**src/rtl/cpu_pkg.sv**
```systemverilog
// Shared CPU front-end definitions: default widths, the fetch bundle layout and
// the pipe_skid_buf state encodings.
package cpu_pkg;

   localparam int unsigned DATA_W_DEF = 32;
   localparam int unsigned PC_W_DEF   = 32;
   localparam int unsigned LANES_DEF  = 2;

   // Occupancy states of the 2-entry skid buffer
   localparam logic [1:0] ST_EMPTY   = 2'd0;
   localparam logic [1:0] ST_FULL    = 2'd1;
   localparam logic [1:0] ST_SKIDDED = 2'd2;

   typedef struct packed {
      logic [LANES_DEF-1:0][DATA_W_DEF-1:0] inst;
      logic [PC_W_DEF-1:0]                  pc;
      logic [LANES_DEF-1:0]                 mask;
   } bundle_t;

   function automatic int unsigned bundle_w(input int unsigned lanes,
                                            input int unsigned data_w,
                                            input int unsigned pc_w);
      return lanes * data_w + pc_w + lanes;
   endfunction

endpackage

```
**src/rtl/pipe_skid_buf.sv**
```systemverilog
// Generic valid/ready pipeline stage with flush: a 2-entry skid buffer with
// registered in_ready (SKID=1), or a single entry with combinational in_ready.
module pipe_skid_buf
   import cpu_pkg::*;
#(
   parameter int unsigned W    = 8,
   parameter int unsigned SKID = 1
) (
   input  logic         clk,
   input  logic         rst,
   input  logic         flush,
   input  logic         in_valid,
   output logic         in_ready,
   input  logic [W-1:0] in_data,
   output logic         out_valid,
   input  logic         out_ready,
   output logic [W-1:0] out_data
);

   generate
      if (SKID != 0) begin : g_skid
         logic [1:0]   state;
         logic [1:0]   state_nxt;
         logic [W-1:0] main_q;
         logic [W-1:0] skid_q;
         logic         ready_q;
         logic         accept;
         logic         drain;

         assign accept = in_valid && ready_q;
         assign drain  = (state != ST_EMPTY) && out_ready;

         always_comb begin
            state_nxt = state;
            case (state)
               ST_EMPTY:   if (accept) state_nxt = ST_FULL;
               ST_FULL: begin
                  if (accept && !drain)      state_nxt = ST_SKIDDED;
                  else if (!accept && drain) state_nxt = ST_EMPTY;
               end
               ST_SKIDDED: if (drain) state_nxt = ST_FULL;
               default:    state_nxt = ST_EMPTY;
            endcase
         end

         // Flush clears only occupancy; payload registers keep stale contents
         always_ff @(posedge clk) begin
            if (rst) begin
               state   <= ST_EMPTY;
               ready_q <= 1'b1;
               main_q  <= '0;
               skid_q  <= '0;
            end else if (flush) begin
               state   <= ST_EMPTY;
               ready_q <= 1'b1;
            end else begin
               state   <= state_nxt;
               ready_q <= (state_nxt != ST_SKIDDED);
               if (state == ST_SKIDDED) begin
                  if (drain) main_q <= skid_q;
               end else if (accept) begin
                  if (state == ST_EMPTY || drain) main_q <= in_data;
                  else                            skid_q <= in_data;
               end
            end
         end

         assign in_ready  = ready_q;
         assign out_valid = (state != ST_EMPTY);
         assign out_data  = main_q;
      end else begin : g_single
         logic         valid_q;
         logic [W-1:0] data_q;

         assign in_ready = !valid_q || out_ready;

         always_ff @(posedge clk) begin
            if (rst) begin
               valid_q <= 1'b0;
               data_q  <= '0;
            end else if (flush) begin
               valid_q <= 1'b0;
            end else if (in_valid && in_ready) begin
               valid_q <= 1'b1;
               data_q  <= in_data;
            end else if (out_ready) begin
               valid_q <= 1'b0;
            end
         end

         assign out_valid = valid_q;
         assign out_data  = data_q;
      end
   endgenerate

endmodule

```
**src/rtl/if_id_pipe_reg.sv**
```systemverilog
// IF->ID pipeline register: fetch bundle (LANES words, PC, lane mask) through a
// flushable valid/ready stage, plus a saturating back-pressure counter.
module if_id_pipe_reg
   import cpu_pkg::*;
#(
   parameter int unsigned DATA_W = DATA_W_DEF,
   parameter int unsigned PC_W   = PC_W_DEF,
   parameter int unsigned LANES  = LANES_DEF,
   parameter int unsigned SKID   = 1,
   parameter int unsigned CNT_W  = 16
) (
   input  logic                    clk,
   input  logic                    rst,
   input  logic                    flush,
   input  logic                    in_valid,
   output logic                    in_ready,
   input  logic [LANES*DATA_W-1:0] in_inst,
   input  logic [PC_W-1:0]         in_pc,
   input  logic [LANES-1:0]        in_mask,
   output logic                    out_valid,
   input  logic                    out_ready,
   output logic [LANES*DATA_W-1:0] out_inst,
   output logic [PC_W-1:0]         out_pc,
   output logic [LANES-1:0]        out_mask,
   output logic [CNT_W-1:0]        stall_cnt
);

   localparam int unsigned PAY_W = bundle_w(LANES, DATA_W, PC_W);

   logic [PAY_W-1:0] in_data;
   logic [PAY_W-1:0] out_data;

   assign in_data = {in_inst, in_pc, in_mask};
   assign {out_inst, out_pc, out_mask} = out_data;

   pipe_skid_buf #(
      .W    (PAY_W),
      .SKID (SKID)
   ) u_buf (
      .clk       (clk),
      .rst       (rst),
      .flush     (flush),
      .in_valid  (in_valid),
      .in_ready  (in_ready),
      .in_data   (in_data),
      .out_valid (out_valid),
      .out_ready (out_ready),
      .out_data  (out_data)
   );

   always_ff @(posedge clk) begin
      if (rst) begin
         stall_cnt <= '0;
      end else if (out_valid && !out_ready && (stall_cnt != '1)) begin
         stall_cnt <= stall_cnt + CNT_W'(1);
      end
   end

endmodule

```
**config.mk**
```make
export PLATFORM = sky130hd
export DESIGN_NAME = if_id_pipe_reg
export DESIGN_NICKNAME = d
export VERILOG_FILES = /design/src/rtl/cpu_pkg.sv /design/src/rtl/pipe_skid_buf.sv /design/src/rtl/if_id_pipe_reg.sv
export SDC_FILE = /design/constraint.sdc
export NUM_CORES = 1
export LEC_CHECK = 0
export CAP_MARGIN = 20
export CORE_ASPECT_RATIO = 2
export CORE_MARGIN = 2
export CORE_UTILIZATION = 45
export CTS_BUF_LIST = sky130_fd_sc_hd__clkbuf_8
export DETAILED_ROUTE_END_ITERATION = 6
export GPL_ROUTABILITY_DRIVEN = 0
export PLACE_DENSITY = 0.74
export SETUP_SLACK_MARGIN = 0.1
export SYNTH_ARGS = -nofsm -noshare
export SYNTH_HDL_FRONTEND = slang
export SYNTH_HIERARCHICAL = 1
export SYNTH_SLANG_ARGS = --single-unit
```
**constraint.sdc**
```tcl
create_clock -name clk -period 4.6 [get_ports clk]
set_input_delay 1.38 -clock clk [delete_from_list [all_inputs] [get_ports clk]]
set_output_delay 1.38 -clock clk [all_outputs]
set_load 0.05 [all_outputs]
```
==> reports/metrics.cfg <==
[floorplan]
die_x_um = 102
num_io_pins = 219
initial_utilization = 0.453
dieArea_mm2 = 0.0205
rows = 72
fp.dieH_um = 201
core_area_mm2 = 0.0192

[min_path]
min-delay-start = u_buf/g_skid.skid_q[96]$_SDFFE_PP0P_
hp-class = flip-flop to flip-flop

[yosys]
yosys_warnings = 6
synth_top_cell_by_area = dfxtp_1
synth_edf_count = 0
synth_area_mm2 = 0.00870
async_reset_ff_frac = 0
synth.top_cell.area_share = 0.495
yosys-top-cells-count = dfxtp_1, nand2_1, a21oi_1
synthFlopType = dfxtp_1
netlist_top_cells_area = dfxtp_1, mux2i_1, nand2_1
yosysSeqAreaShare = 0.495
synthDistinctLibCells = 44
avgSynthCellArea_um2 = 8.86
synth_nets = 1086
synth_cells = 982
ys_seq_elements = 215
post-synth-top-count-cell = dfxtp_1

[status]
status = complete, no violations

[clocking]
cts.path.max_buffers = 3
clkTransAtPathRegs_ns = 0.06
cts.repair.resized = 0
cts-root-buf = clkbuf_8
clk_latency_ns = 0.55
clock-sinks = 215
holdBufCountCts = 0
cts_tree = built
postCtsSetupBuffers = 0
numCtsBuffers = 31
htreeDepth = 1

[timing]
fin_hold_ws_ns = 0.452
slew-limit-headroom = 0.308
fin_setup_tns_ns = 0
fmax_mhz = 289
period_needed_ns = 3.46
hold_viol = 0
worst_pin_slew_ns = 1.04
fin_skew_ns = 0.0102
finalCritPeriodShare = 0.753
setup_viol = 0
final_max_slew_viol_count = 0
rsz0062_at_grt = false

[grt]
antenna_found_initial = 2
grt_remaining_overflow = 0
grt_max_degree = 197
grt_pass1_wl_mm = 35.7
grt_pass1_vias = 7127
grt_usage = 0.214

[critical_path]
worstReg2RegStart = u_buf/g_skid.state[0]$_SDFF_PP0_
worst_setup_path_start_kind = flip-flop
worstSetupStartpoint = u_buf/g_skid.state[1]$_SDFF_PP0_
worstPathRequired_ns = 3.22
worstSetupEndpointType = output port
path_class = flip-flop to output port
r2r_slack_ns = 2.50
path_max_fanout = 9
arrival_ns = 2.08

[cells_and_area]
area_growth_pct = 33.8
multi_input_area_mm2 = 0.00404
area.sequential_mm2 = 0.00430
drive_gt1_frac = 0.0716
nNetsFinal = 1267
fill_cells = 1720
instances_no_fill = 1448

[pwr]
ir_drop_uv = 358
power.leakage_nw = 4.66
power_density_mw_per_mm2 = 365
p_total_mw = 4.25

[detailed_routing]
dr.first_iter.drc_count = 325
drc = 0
wl_mm = 22.7
route.detailed.wl_per_inst_um = 15.7
dr_total_vias = 7476
drt-pass1-iter-count = 4
postRouteAntennaNets = 0
via_per_inst = 5.16

[place]
dp_hpwl_mm = 14.4
dp.cells = 1388
portBuffers = 218

[flow_run]
maxCapViolCount = 0

-- metal layers --
layer / up-vias / global-route usage / part of all wire
li1: 3792 / - / -
met4: 0 / 0.0743 / 0.027
met3: 36 / 0.0432 / 0.050
met5: - / 0 / 0
met2: 189 / 0.393 / 0.54
met1: 3459 / 0.239 / 0.38
-- worst max-delay path: stages (launching register included) --
cell	delay, ns
dfxtp_1	0.51
or2_2	0.22
clkdlybuf4s50_1	0.81
-- kinds of logic (layout without fill, tap and decap cells) --
logic type,count (synthesis),in the layout,synth area share
and+or+nand+nor,351,351,0.173
AOI/OAI and AO/OA,233,233,0.172
DFF,215,215,0.495
muxes,99,99,0.114
buffers and inverters,83,288,0.0447
adders and majority gates,1,1,0.00144
other,0,2,0
-- power by group --
part           internal, mW  leakage, nW  switching (mW)
clock network         0.803        0.359           0.729
registers              1.94         1.75          0.0479
logic                 0.276         2.55           0.452
-- cell type report --
type	instances	share of cell area
Antenna cell	2	0.000430
Clock buffer	41	0.0485
Clock inverter	16	0.00699
Inverter	3	0.000967
Multi-Input combinational cell	684	0.347
Sequential cell	215	0.370
Tap cell	259	0.0278
Timing Repair Buffer	228	0.199
-- worst paths after layout --
check / end / depth (start not counted)
max: out_valid / 2
min: u_buf/g_skid.skid_q[96]$_SDFFE_PP0P_ / 2
max reg2reg: u_buf/out_data[89]$_SDFFE_PP0P_ / 5
min reg2reg: u_buf/g_skid.skid_q[96]$_SDFFE_PP0P_ / 2
-- stage by stage --
stage / setup WS, ns / utilization / instance area (um^2)
2_1_floorplan: 2.00 / - / 8700
3_3_place_gp: 1.17 / 0.571 / 11000
3_5_place_dp: 1.11 / 0.571 / 11000
4_1_cts: 1.10 / 0.605 / 11600
5_1_grt: 1.05 / 0.607 / 11600
6_report: 1.14 / 0.607 / 11600
-- sequential cells by signal, summed over array words and instances (netlist names) --
signal / flops
u_buf/g_skid.skid_q: 98
u_buf/out_data: 98
stall_cnt: 16
u_buf/g_skid.state: 2
u_buf/in_ready: 1
-- cell usage in the layout, fill, tap and decap left out, types with 2 or more instances in the layout --
cell	instances
nand3_2	2
a21oi_1	113
mux2i_1	98
a211oi_2	7
nand4_1	6
dfxtp_1	215
and3_1	3
o31ai_1	10
nand3_1	3
or2_2	2
nor4_4	2
o21ai_0	6
nor2b_1	4
buf_4	6
or4_1	9
clkbuf_8	41
inv_1	7
diode_2	2
nand2b_4	2
nand3b_1	2
buf_12	3
clkdlybuf4s50_1	217
nand2_1	202
clkinv_2	10
nor2_1	100
a211oi_1	91
nor3_1	3
Note: power is estimated with default switching activity, not from simulation.
